[src/rtl/t9990_blit_pixel_rmw_pkg.sv]
// ---------------------------------------------------------------------------
// t9990_blit_pixel_rmw_pkg
// Shared definitions for the blitter pixel read / read-modify-write engine:
//   - CLRM_* colour-mode encodings (2/4/8/16 bpp)
//   - pixel engine state enum
//   - field_geom(): bit position (LSB) and right-aligned width mask of a
//     pixel inside a 32-bit little-endian VRAM word, from CLRM and X[3:0].
// ---------------------------------------------------------------------------
package t9990_blit_pixel_rmw_pkg;

    localparam logic [1:0] CLRM_2BPP  = 2'd0;
    localparam logic [1:0] CLRM_4BPP  = 2'd1;
    localparam logic [1:0] CLRM_8BPP  = 2'd2;
    localparam logic [1:0] CLRM_16BPP = 2'd3;

    typedef enum logic [2:0] {
        ST_IDLE,
        ST_RD,
        ST_MERGE,
        ST_WR,
        ST_DONE
    } state_e;

    typedef struct packed {
        logic [4:0]  lsb;    // bit position of the pixel field in the word
        logic [15:0] pmask;  // right-aligned mask, bpp ones
    } field_t;

    // For bpp < 8 the leftmost pixel sits in the MSBs of its byte, so the
    // sub-byte offset counts down: 2bpp -> 2*(3-sub), 4bpp -> 4*(1-sub).
    // Inverting the sub-index bits yields exactly that offset.
    function automatic field_t field_geom(input logic [1:0] clrm,
                                          input logic [3:0] xlo);
        field_t f;
        f.lsb   = '0;
        f.pmask = '0;
        case (clrm)
            CLRM_2BPP: begin
                f.lsb   = {xlo[3:2], ~xlo[1:0], 1'b0};
                f.pmask = 16'h0003;
            end
            CLRM_4BPP: begin
                f.lsb   = {xlo[2:1], ~xlo[0], 2'b00};
                f.pmask = 16'h000F;
            end
            CLRM_8BPP: begin
                f.lsb   = {xlo[1:0], 3'b000};
                f.pmask = 16'h00FF;
            end
            default: begin
                f.lsb   = {xlo[0], 4'b0000};
                f.pmask = 16'hFFFF;
            end
        endcase
        return f;
    endfunction

endpackage

[src/rtl/t9990_blit_pixel_rmw_lane.sv]
// ---------------------------------------------------------------------------
// t9990_blit_pixel_lane
// Combinational pixel datapath for one 32-bit VRAM word.
//   word_i   : VRAM word (read data or previously captured word)
//   lsb_i    : field LSB within the word
//   pmask_i  : right-aligned bpp-wide field mask
//   src_i    : source pixel, right-aligned (bits above bpp ignored)
//   wmask_i  : write mask, right-aligned, 1 = bit written
//   pix_o    : extracted pixel, right-aligned, zero-extended
//   merged_o : word with the masked source merged into the field
// ---------------------------------------------------------------------------
module t9990_blit_pixel_lane (
    input  logic [31:0] word_i,
    input  logic [4:0]  lsb_i,
    input  logic [15:0] pmask_i,
    input  logic [15:0] src_i,
    input  logic [15:0] wmask_i,
    output logic [15:0] pix_o,
    output logic [31:0] merged_o
);

    logic [31:0] shifted;
    logic [31:0] s_pos;
    logic [31:0] m_pos;

    assign shifted  = word_i >> lsb_i;
    assign pix_o    = shifted[15:0] & pmask_i;

    // Source and mask are clipped to bpp before shifting so that stray
    // high bits can never spill into neighbouring pixels.
    assign s_pos    = {16'h0000, src_i   & pmask_i} << lsb_i;
    assign m_pos    = {16'h0000, wmask_i & pmask_i} << lsb_i;
    assign merged_o = (word_i & ~m_pos) | (s_pos & m_pos);

endmodule

[src/rtl/t9990_blit_pixel_rmw.sv]
// ---------------------------------------------------------------------------
// t9990_blit_pixel_rmw
// Pixel access engine between the blitter sequencer and the VRAM arbiter.
// Read: fetch word, return the addressed pixel right-aligned on rdata_o.
// Write: read-modify-write of the word, merging a masked pixel into place.
//
// Optional feature macro: T9990_BLIT_TP_EN
//   When defined, a write with tp_i=1 whose masked source is all zero skips
//   the memory cycles entirely (IDLE -> DONE). When undefined tp_i is
//   ignored and every write performs the full RMW.
//
// Ports:
//   clk_i, reset_i          clock, synchronous active-high reset
//   req_i                   start pulse, sampled only while idle
//   we_i                    0 = pixel read, 1 = pixel write (RMW)
//   clrm_i, xlo_i           colour mode and X[3:0] of the pixel
//   addr_i                  VRAM word address
//   wdata_i, wmask_i, tp_i  source pixel, write mask, transparency request
//   busy_o, done_o          operation in progress / one-cycle completion
//   rdata_o                 extracted pixel (held until the next read)
//   mem_*                   VRAM arbiter port (level requests, 1-cycle ack)
// ---------------------------------------------------------------------------
module t9990_blit_pixel_rmw #(
    parameter int AW = 19,
    parameter int DW = 32
) (
    input  logic          clk_i,
    input  logic          reset_i,
    input  logic          req_i,
    input  logic          we_i,
    input  logic [1:0]    clrm_i,
    input  logic [3:0]    xlo_i,
    input  logic [AW-1:0] addr_i,
    input  logic [15:0]   wdata_i,
    input  logic [15:0]   wmask_i,
    input  logic          tp_i,
    output logic          busy_o,
    output logic          done_o,
    output logic [15:0]   rdata_o,
    output logic [AW-1:0] mem_addr_o,
    output logic          mem_rd_o,
    output logic          mem_wr_o,
    output logic [DW-1:0] mem_wdata_o,
    input  logic [DW-1:0] mem_rdata_i,
    input  logic          mem_ack_i
);

    import t9990_blit_pixel_rmw_pkg::*;

    state_e        state_q, state_d;

    logic          we_q;
    logic [1:0]    clrm_q;
    logic [3:0]    xlo_q;
    logic [AW-1:0] addr_q;
    logic [15:0]   wdata_q;
    logic [15:0]   wmask_q;
    logic [DW-1:0] old_q;
    logic [15:0]   rdata_q;
    logic [DW-1:0] mem_wdata_q;

    field_t        geo;
    logic [DW-1:0] lane_word;
    logic [15:0]   lane_pix;
    logic [DW-1:0] lane_merged;
    logic          tp_skip;
    logic          accept;

    assign accept = (state_q == ST_IDLE) && req_i;

`ifdef T9990_BLIT_TP_EN
    // Decided from the live inputs in IDLE so the skip costs no extra cycle.
    field_t geo_in;
    assign geo_in  = field_geom(clrm_i, xlo_i);
    assign tp_skip = we_i && tp_i && ((wdata_i & wmask_i & geo_in.pmask) == 16'h0000);
`else
    logic unused_tp;
    assign unused_tp = tp_i;
    assign tp_skip   = 1'b0;
`endif

    // ---------------- datapath ----------------
    assign geo       = field_geom(clrm_q, xlo_q);
    // Extraction works on the word arriving with the ack; the merge works
    // on the word captured at that ack.
    assign lane_word = (state_q == ST_MERGE) ? old_q : mem_rdata_i;

    t9990_blit_pixel_lane u_lane (
        .word_i   (lane_word),
        .lsb_i    (geo.lsb),
        .pmask_i  (geo.pmask),
        .src_i    (wdata_q),
        .wmask_i  (wmask_q),
        .pix_o    (lane_pix),
        .merged_o (lane_merged)
    );

    always_ff @(posedge clk_i) begin
        if (reset_i) begin
            we_q        <= 1'b0;
            clrm_q      <= '0;
            xlo_q       <= '0;
            addr_q      <= '0;
            wdata_q     <= '0;
            wmask_q     <= '0;
            old_q       <= '0;
            rdata_q     <= '0;
            mem_wdata_q <= '0;
        end else begin
            if (accept) begin
                we_q    <= we_i;
                clrm_q  <= clrm_i;
                xlo_q   <= xlo_i;
                addr_q  <= addr_i;
                wdata_q <= wdata_i;
                wmask_q <= wmask_i;
            end
            if ((state_q == ST_RD) && mem_ack_i) begin
                old_q <= mem_rdata_i;
                if (!we_q) begin
                    rdata_q <= lane_pix;
                end
            end
            if (state_q == ST_MERGE) begin
                mem_wdata_q <= lane_merged;
            end
        end
    end

    // ---------------- FSM: state register ----------------
    always_ff @(posedge clk_i) begin
        if (reset_i) begin
            state_q <= ST_IDLE;
        end else begin
            state_q <= state_d;
        end
    end

    // ---------------- FSM: next state ----------------
    always_comb begin
        state_d = state_q;
        case (state_q)
            ST_IDLE: begin
                if (req_i) begin
                    state_d = tp_skip ? ST_DONE : ST_RD;
                end
            end
            ST_RD: begin
                if (mem_ack_i) begin
                    state_d = we_q ? ST_MERGE : ST_DONE;
                end
            end
            ST_MERGE: state_d = ST_WR;
            ST_WR: begin
                if (mem_ack_i) begin
                    state_d = ST_DONE;
                end
            end
            ST_DONE:  state_d = ST_IDLE;
            default:  state_d = ST_IDLE;
        endcase
    end

    // ---------------- FSM: outputs ----------------
    always_comb begin
        busy_o   = 1'b0;
        done_o   = 1'b0;
        mem_rd_o = 1'b0;
        mem_wr_o = 1'b0;
        case (state_q)
            ST_IDLE:  ;
            ST_RD:    begin busy_o = 1'b1; mem_rd_o = 1'b1; end
            ST_MERGE: busy_o = 1'b1;
            ST_WR:    begin busy_o = 1'b1; mem_wr_o = 1'b1; end
            ST_DONE:  begin busy_o = 1'b1; done_o = 1'b1; end
            default:  ;
        endcase
    end

    assign rdata_o     = rdata_q;
    assign mem_addr_o  = addr_q;
    assign mem_wdata_o = mem_wdata_q;

endmodule

[config.mk]
export PLATFORM = sky130hd
export DESIGN_NAME = t9990_blit_pixel_rmw
export DESIGN_NICKNAME = d
export VERILOG_FILES = /design/src/rtl/t9990_blit_pixel_rmw_pkg.sv /design/src/rtl/t9990_blit_pixel_rmw_lane.sv /design/src/rtl/t9990_blit_pixel_rmw.sv
export SDC_FILE = /design/constraint.sdc
export NUM_CORES = 1
export LEC_CHECK = 0
export CORE_MARGIN = 2
export CORE_UTILIZATION = 40
export DETAILED_ROUTE_END_ITERATION = 6
export PLACE_DENSITY = 0.77
export SLEW_MARGIN = 20
export SYNTH_ARGS = -nofsm -noshare
export SYNTH_HDL_FRONTEND = slang
export SYNTH_HIERARCHICAL = 1
export SYNTH_SLANG_ARGS = --single-unit
[constraint.sdc]
create_clock -name clk_i -period 3 [get_ports clk_i]
set_clock_uncertainty 0.05 [all_clocks]
set_input_delay 0.3 -clock clk_i [delete_from_list [all_inputs] [get_ports clk_i]]
set_output_delay 0.3 -clock clk_i [all_outputs]
set_load 0.02 [all_outputs]
-- Yosys cells after proc, flatten, opt, wreduce, memory -nomap -nowiden
Cells that the tools add are included.
W data, S select, Z words.
- bits in registers: 141
- latch bits: 0
- bits in writable memories: 0
- bits in read-only memories: 0
- output and inout bits: 71
- word-level logic and storage cells: 50
- memories kept: 0
- add/sub/neg operators: 0
- multipliers: 0
- div/mod/pow operators: 0
- order comparisons: 0
- equal/unequal tests: 9
- shifts and indexed selects: 3
- muxes and demuxes: 11
- bitwise logic cells: 10
- reduce and logical (&&, ||, !) cells: 7
- operator list (kind ; number):
    $and A32 B32 Y32 ; 2
    $shl A16 B5 Y32 ; 2
    $pmux W21 S3 ; 1
    $and A16 B16 Y16 ; 3
    $mux W32 ; 1
    $not A32 Y32 ; 1
    $or A32 B32 Y32 ; 1
    $shr A32 B5 Y16 ; 1
    $mux W3 ; 4
    $pmux W3 S4 ; 1
    $eq A3 B2 Y1 const B ; 2
    $ne A2 B2 Y1 const B ; 3
    $mux W1 ; 4
    $reduce_or A4 Y1 ; 1
    $eq A3 B1 Y1 const B ; 1
    $eq A3 B3 Y1 const B ; 1
    $logic_not A3 Y1 ; 1
    $reduce_and A3 Y1 ; 1
    $eq A2 B1 Y1 const B ; 1
    $eq A2 B2 Y1 const B ; 1
    $logic_and A1 B1 Y1 ; 2
    $logic_not A2 Y1 ; 1
    $not A1 Y1 ; 2
    $not A2 Y2 ; 1
    $reduce_and A2 Y1 ; 1

-- Longest topological paths before layout
Gate-level depths: netlist of run 1.
- depth in word-level cells: 7
- depth in mapped cells: 14
- mapped depth without buffers: 11

-- Modules after synthesis
Netlist of run 1, hierarchy kept.
- by module, submodules not included (module ; instances ; cells each ; area an instance (µm²) ; sequential area each (µm²)):
    t9990_blit_pixel_rmw ; 1 ; 744 ; 5540.3 ; 2822.7
    t9990_blit_pixel_lane ; 1 ; 556 ; 4490.6 ; 0.0

-- Worst setup path after synthesis of run 1
No wires, ideal clock.
- path kind: flip-flop to flip-flop
- from: register clrm_q[0]
- to: register mem_wdata_q[13] (netlist: mem_wdata_o[13])
- library setup time: 0.132 ns
- arrival: 2.986 ns
- data required time: 2.818 ns
- slack: -0.169 ns
- cell stages (with the launch flop): 11
- buffers on the path: 1
- cells stage by stage: dfxtp_1 > clkbuf_1 > and2_1 > nand2_1 > mux4_2 > mux2_2 > mux2_4 > nor2_2 > mux2_1 > nand2_1 > a21oi_1
- RTL lines (item ; RTL line ; RTL):
    start, declared ; t9990_blit_pixel_rmw.sv:53 ; logic [1:0] clrm_q;
    start signal, assigned ; t9990_blit_pixel_rmw.sv:112 ; clrm_q <= clrm_i;
    end signal, assigned ; t9990_blit_pixel_rmw.sv:125 ; mem_wdata_q <= lane_merged;
    end, declared ; t9990_blit_pixel_rmw.sv:60 ; logic [DW-1:0] mem_wdata_q;

==> results.py, run 1 <==
metrics = {
    "place": {
        "dp_hpwl_mm": 25.3,
        "dp_worst_setup_slack_ps": 130,
        "place_area_sq_um": 12300,
        "dp_cells": 1771,
        "place.gp.congestion": 1.03,
        "placement.io_buffers": 164,
    },
    "timing": {
        "report.final.setup_viol": 0,
        "timing.setup.tns_ps": 0,
        "report.final.slew_viol_count": 0,
        "worst_hold_slack_ps": 280,
        "layout_min_cycle_time_ps": 2930,
        "timing.final.crit_share": 0.976,
        "setup_repair_after_global_routing_missed_its_margin": "no",
        "final_critical_path_setup_slack_ps": 70.7,
        "slew_at_the_pin_closest_to_its_max_slew_limit_ps": 1080,
        "max_clock_freq_ghz": 0.341,
        "final-hold-violation-count": 0,
        "timing.max_slew.rel_slack": 0.280,
    },
    "cells_and_area": {
        "final_cell_count_no_fill": 1808,
        "num_antenna_cells": 0,
        "layout_commonest_cell": "nand2_1",
        "ff_latch_area_sq_um": 2820,
        "finalNetCount": 1566,
        "post_route_cells_drive_above_1_share": 0.164,
        "area_delta_synth_final_pct": 29.8,
        "fill_cells": 2301,
        "most_frequent_cells_in_the_layout": "nand2_1, a21oi_1, clkdlybuf4s50_1",
        "multiInputGateArea_sq_um": 6700,
        "post-route-cell-area_sq_um": 13000,
    },
    "critical_path": {
        "setup.worst_path.class": "reg -> reg",
        "timing.critical_path.fanout_max": 5,
        "crit_start_category": "flip-flop",
        "cp.required_ps": 3310,
        "endpoint_kind": "flip-flop",
        "r2r.worst_path.cells": 11,
        "worst_ep_arrival_time_ps": 3240,
    },
    "power": {
        "pwr-share-comb": 0.265,
        "leakagePower_nw": 4.76,
        "vdd_drop_max_mv": 0.376,
        "p_seq_frac": 0.341,
        "power.density_cell_area_nw_per_um2": 455,
        "share_clk_of_total_power": 0.394,
        "net-switching-power_mw": 1.83,
        "switching_power_share_of_the_total": 0.310,
        "internal_power_mw": 4.09,
    },
    "global_routing": {
        "gr-usage-all-layers": 0.259,
        "grt_max_degree": 101,
        "antenna_found_initial": 0,
        "grt_overflow_total": 0,
        "grt_pass1_wl_mm": 53.7,
        "via_count_of_the_first_global_routing_pass": 9855,
    },
    "floorplanning": {
        "die_area_sq_um": 26400,
        "starting_density_of_the_core": 0.410,
        "core_region_area_sq_um": 24500,
        "die_h_microns": 162,
        "std_cell_rows": 57,
        "chipWidth_microns": 162,
        "io_pins": 166,
    },
    "yosys": {
        "area_share_of_the_largest_cell_type_after_synthesis": 0.281,
        "yosysUniqueCellTypes": 79,
        "postSynthRegisterBits": 141,
        "post_synth_inst_count": 1300,
        "netlist.top_cell.by_area": "dfxtp_1",
        "seq_area_frac_synth": 0.281,
        "yosysWarningCount": 6,
        "syn_avg_cell_area_sq_um": 7.72,
        "synthTopCellsByArea": "dfxtp_1, nand2_1, mux4_2, a21oi_1, mux2i_1",
        "postSynth.topFlopCell": "dfxtp_1",
        "synth_edf_count": 0,
        "synth-async-reset-ratio": 0,
        "synthesis.area_sq_um": 10000,
    },
    "route": {
        "wl_per_cell_microns": 18.8,
        "drt-vias-per-instance": 5.73,
        "remaining_drc_errors": 0,
        "drt_first_pass_iters": 6,
        "initial_detailed_routing_violation_count": 1082,
        "totalWireLength_mm": 34.0,
        "route.vias.total": 10400,
        "ant_nets": 0,
    },
    "clock_network": {
        "numClockSinks": 141,
        "cts_buffer_depth": 2,
        "ctsHtreeMaxLevel": 4,
        "cts.root.buffer_cell": "clkbuf_16",
        "cts_buffers": 17,
        "clk_transition_reported_paths_ps": 70,
        "tritoncts": "done",
        "insertion_delay_ps": 430,
    },
    "run_status": {
        "outcome": "complete, no violations",
    },
    "worst_hold_path": {
        "whs_path_depth": 2,
        "hp-class": "in -> reg",
    },
    "run": {
        "timing.max_cap.violations": 0,
    },
}
==> cells in the mapped netlist, drive strengths merged (5+ instances only) <==
cell / instances
nor2: 49
and3: 6
nand3: 14
and2: 29
o21ai: 42
a31oi: 7
nand2b: 5
a22oi: 6
clkbuf: 52
inv: 9
nor2b: 14
dfxtp: 141
o211ai: 10
buf: 58
a21oi: 173
nand3b: 20
mux2i: 50
mux2: 26
nand2: 430
o211a: 5
a211oi: 6
mux4: 56
o22ai: 14
==> critical path: stages, from the launching register on <==
cell and delay [ps]:
dfxtp_1 370, or2_2 340, nor2_4 200, buf_4 180, buf_4 140, mux4_1 400, o21a_1 250, a22oi_1 310
mux2i_1 120, mux2i_1 300, nand2_1 90, a21oi_1 120
==> registers in the layout, indices dropped and copies added, names as in the netlist <==
| signal | cells |
|---|---|
| clrm_q | 2 |
| mem_addr_o | 19 |
| mem_wdata_o | 32 |
| old_q | 32 |
| rdata_o | 16 |
| state_q | 3 |
| wdata_q | 16 |
| we_q | 1 |
| wmask_q | 16 |
| xlo_q | 4 |
==> logic make-up (layout without fill, tap and decap cells) <==
family	count (synthesis)	after routing	share of synthesized area
other	2	10	0.000749
buffers and inverters	119	295	0.0629
AND/OR/NAND/NOR	601	601	0.267
AO/OA/AOI/OAI	304	304	0.180
multiplexers	132	132	0.207
flip-flops	141	141	0.281
XOR/XNOR	1	1	0.000873
==> timing repair <==
item / in CTS / in global routing
setup buffers: 0 / 5
gates resized for setup: 0 / 20
setup endpoints to repair: 0 / 15
hold buffers: 0 / 0
==> power groups by stage <==
stage / clock network [mW] / logic (mW) / registers, mW
2_1_floorplan: 0 / 0.958 / 2.06
3_3_place_gp: 0 / 1.49 / 2.05
3_5_place_dp: 0 / 1.50 / 2.06
4_1_cts: 2.38 / 1.51 / 2.02
5_1_grt: 2.45 / 1.68 / 2.03
6_report: 2.34 / 1.57 / 2.02
==> per-stage QoR <==
step / power (mW) / util
after detailed placement: 3.56 / 0.503
after CTS: 5.90 / 0.529
final: 5.92 / 0.532
after global placement: 3.54 / 0.503
after floorplan: 3.02 / -
after global routing: 6.16 / 0.532
==> worst paths after layout <==
check	slack [ps]	from	endpoint
min	280	reset_i	mem_addr_o[15]$_SDFFE_PP0P_
min reg2reg	400	mem_addr_o[5]$_SDFFE_PP0P_	mem_addr_o[5]$_SDFFE_PP0P_
max	70	clrm_q[0]$_SDFFE_PP0P_	mem_wdata_o[29]$_SDFFE_PP0P_
max reg2reg	70	clrm_q[0]$_SDFFE_PP0P_	mem_wdata_o[29]$_SDFFE_PP0P_
==> per-layer routing <==
layer / wire length, microns / vias to the layer above / global-route usage
met5: 0 / - / 0
met1: 13800 / 4888 / 0.331
met3: 3160 / 85 / 0.0639
met4: 1280 / 0 / 0.110
li1: - / 4910 / -
met2: 15800 / 481 / 0.420
==> cell type report <==
| class | count | share of cell area |
|---|---|---|
| flip-flops and latches | 141 | 0.217 |
| clock inverters | 14 | 0.0158 |
| repair buffers | 254 | 0.186 |
| inverters | 9 | 0.00288 |
| well taps | 324 | 0.0311 |
| clock buffers | 18 | 0.0337 |
| multi-input cells | 1048 | 0.514 |
Power figures use the tool's default switching activity.
==> run 2: changes to the inputs <==
PLACE_DENSITY = 0.63   (was 0.77)
==> run 2 against run 1 <==
  * Design area rose by 0.26%
  * Die area did not move
  * Via count fell by 0.42%
  * Total power fell by 1.2%
  * Fmax rose by 1.1%
  * Setup slack improved by 31 ps
  * Combinational power barely moved
  * Clock power fell by 4%
  * Global-route usage rose by 1.1 points
  * Count of clock-buffer cells in the layout fell by 1
  * Critical path depth did not move
==> results.py, run 2 (same netlist as run 1, synthesis figures left out) <==
metrics = {
    "power": {
        "net-switching-power_mw": 1.92,
        "share_clk_of_total_power": 0.384,
        "power.density_cell_area_nw_per_um2": 448,
        "p_seq_frac": 0.343,
        "power.total_mw": 5.85,
        "pwr-share-comb": 0.273,
        "vdd_drop_max_mv": 0.342,
        "internal_power_mw": 3.93,
        "leakagePower_nw": 4.78,
        "switching_power_share_of_the_total": 0.328,
    },
    "route": {
        "totalWireLength_mm": 36.1,
        "route.vias.total": 10300,
        "drt_first_pass_iters": 6,
        "remaining_drc_errors": 0,
        "wl_per_cell_microns": 19.9,
        "ant_nets": 0,
        "drt-vias-per-instance": 5.70,
        "initial_detailed_routing_violation_count": 979,
    },
    "critical_path": {
        "cp.required_ps": 3230,
        "critical-path-max-stage-delay_ps": 530,
        "critPathSlowestCell": "mux4_2",
        "timing.critical_path.fanout_max": 8,
        "worstPathCellList": "buf_12 -> or2_4 -> nor2_4 -> buf_4 -> mux4_2 -> nor2_1 -> a21oi_1 -> o211ai_1 -> mux2_1 -> nand2_1 -> a21oi_1",
        "r2r.worst_path.cells": 11,
        "endpoint_kind": "flip-flop",
        "setup.worst_path.class": "reg -> reg",
        "crit_start_category": "flip-flop",
        "r2r_end": "mem_wdata_o[21]$_SDFFE_PP0P_",
        "reg2reg_from": "clrm_q[0]$_SDFFE_PP0P_",
        "reg2reg_setup_slack_ps": 100,
        "worst_ep_arrival_time_ps": 3130,
        "cpMostUsedCell": "a21oi_1",
    },
    "global_routing": {
        "gr-usage-all-layers": 0.270,
        "antenna_found_initial": 1,
        "grt_pass1_wl_mm": 55.1,
        "grt_overflow_total": 0,
        "via_count_of_the_first_global_routing_pass": 9742,
        "grt_max_degree": 101,
    },
    "worst_hold_path": {
        "min_from": "wdata_i[8]",
        "whs_path_depth": 3,
        "min_to": "wdata_q[8]$_SDFFE_PP0P_",
        "hp-class": "in -> reg",
    },
    "cells_and_area": {
        "area_delta_synth_final_pct": 30.2,
        "finalNetCount": 1568,
        "layout_commonest_cell": "nand2_1",
        "fill_cells": 2355,
        "most_frequent_cells_in_the_layout": "nand2_1, a21oi_1, clkdlybuf4s50_1",
        "post_route_cells_drive_above_1_share": 0.160,
    },
    "place": {
        "place.gp.congestion": 1.02,
        "dp_hpwl_mm": 26.7,
        "dp_worst_setup_slack_ps": 58.7,
        "placement.io_buffers": 164,
    },
    "clock_network": {
        "tritoncts": "done",
        "ctsHtreeMaxLevel": 4,
        "clk_transition_reported_paths_ps": 70,
        "cts_buffer_depth": 2,
        "numClockSinks": 141,
        "cts_buffers": 17,
        "insertion_delay_ps": 440,
        "cts.root.buffer_cell": "clkbuf_16",
    },
    "timing": {
        "layout_min_cycle_time_ps": 2900,
        "worst_hold_slack_ps": 349,
        "report.final.setup_viol": 0,
        "timing.final.crit_share": 0.966,
        "max_clock_freq_ghz": 0.345,
        "final-hold-violation-count": 0,
        "timing.max_slew.rel_slack": 0.473,
        "report.final.slew_viol_count": 0,
        "final_critical_path_setup_slack_ps": 102,
        "slew_at_the_pin_closest_to_its_max_slew_limit_ps": 790,
    },
    "floorplanning": {
        "starting_density_of_the_core": 0.410,
        "die_h_microns": 162,
        "chipWidth_microns": 162,
        "std_cell_rows": 57,
        "core_region_area_sq_um": 24500,
        "die_area_sq_um": 26400,
        "io_pins": 166,
    },
    "run": {
        "timing.max_cap.violations": 0,
    },
    "run_status": {
        "outcome": "complete, no violations",
    },
}
[run 2: cell types whose count changed in the layout (fill, tap and decap cells not counted), sizes merged]
cell and change:
diode +1, inv +6, clkinv -1, bufinv -2, clkinvlp -2, buf +1
[run 2: critical path, delay by kind of cell (launching register included)]
kind                   cells  cell delay [ps]
muxes                      2              890
AOI/OAI and AO/OA          3              440
DFF                        1              370
buffers and inverters      2              330
and+or+nand+nor            4              670
[run 2: repair_timing]
| item | in CTS | in global routing |
|---|---|---|
| setup endpoints to repair | 0 | 24 |
| resized for setup | 0 | 24 |
| hold buffers | 0 | 0 |
| setup buffers | 0 | 3 |
[run 2: power by group through the flow]
stage	clock network [mW]	logic (mW)	registers, mW
final	2.25	1.60	2.01
after global routing	2.38	1.71	2.02
after CTS	2.28	1.55	2.01
after detailed placement	0	1.54	2.05
after global placement	0	1.53	2.05
after floorplan	0	0.958	2.06
[run 2: worst max-delay path by stage]
stage                                       from                      endpoint  slack, ps
after detailed placement  clrm_q[0]$_SDFFE_PP0P_  mem_wdata_o[16]$_SDFFE_PP0P_         60
after global placement    clrm_q[1]$_SDFFE_PP0P_  mem_wdata_o[22]$_SDFFE_PP0P_         30
after floorplan           clrm_q[1]$_SDFFE_PP0P_  mem_wdata_o[13]$_SDFFE_PP0P_        140
after CTS                 clrm_q[0]$_SDFFE_PP0P_  mem_wdata_o[16]$_SDFFE_PP0P_         10
final                     clrm_q[0]$_SDFFE_PP0P_  mem_wdata_o[21]$_SDFFE_PP0P_        100
after global routing      clrm_q[0]$_SDFFE_PP0P_  mem_wdata_o[11]$_SDFFE_PP0P_        -10
[run 2: layout make-up]
cell class,count,area (sq um),share of cell area
multi-input cells,1048,6710,0.514
diodes,1,2.50,0.000192
clock inverters,15,189,0.0145
inverters,9,33.8,0.00259
repair buffers,256,2460,0.189
well taps,324,405,0.0310
clock buffers,17,425,0.0326
flip-flops and latches,141,2830,0.216
[run 2: metal layers]
| layer | GRT usage | vias up | part of all wire |
|---|---|---|---|
| met5 | 0 | - | 0 |
| met2 | 0.436 | 397 | 0.46 |
| met4 | 0.115 | 0 | 0.039 |
| met3 | 0.0570 | 65 | 0.071 |
| li1 | - | 4917 | - |
| met1 | 0.351 | 4941 | 0.43 |
[run 2: stage by stage]
stage / instances / setup TNS (ps) / util / cell area [sq um]
3_5_place_dp: 1775 / 0 / 0.504 / 12300
4_1_cts: 1807 / 0 / 0.529 / 12900
5_1_grt: 1810 / -17.5 / 0.534 / 13100
3_3_place_gp: 1775 / 0 / 0.504 / 12300
6_report: 1811 / 0 / 0.534 / 13100
2_1_floorplan: 1308 / 0 / - / 10100
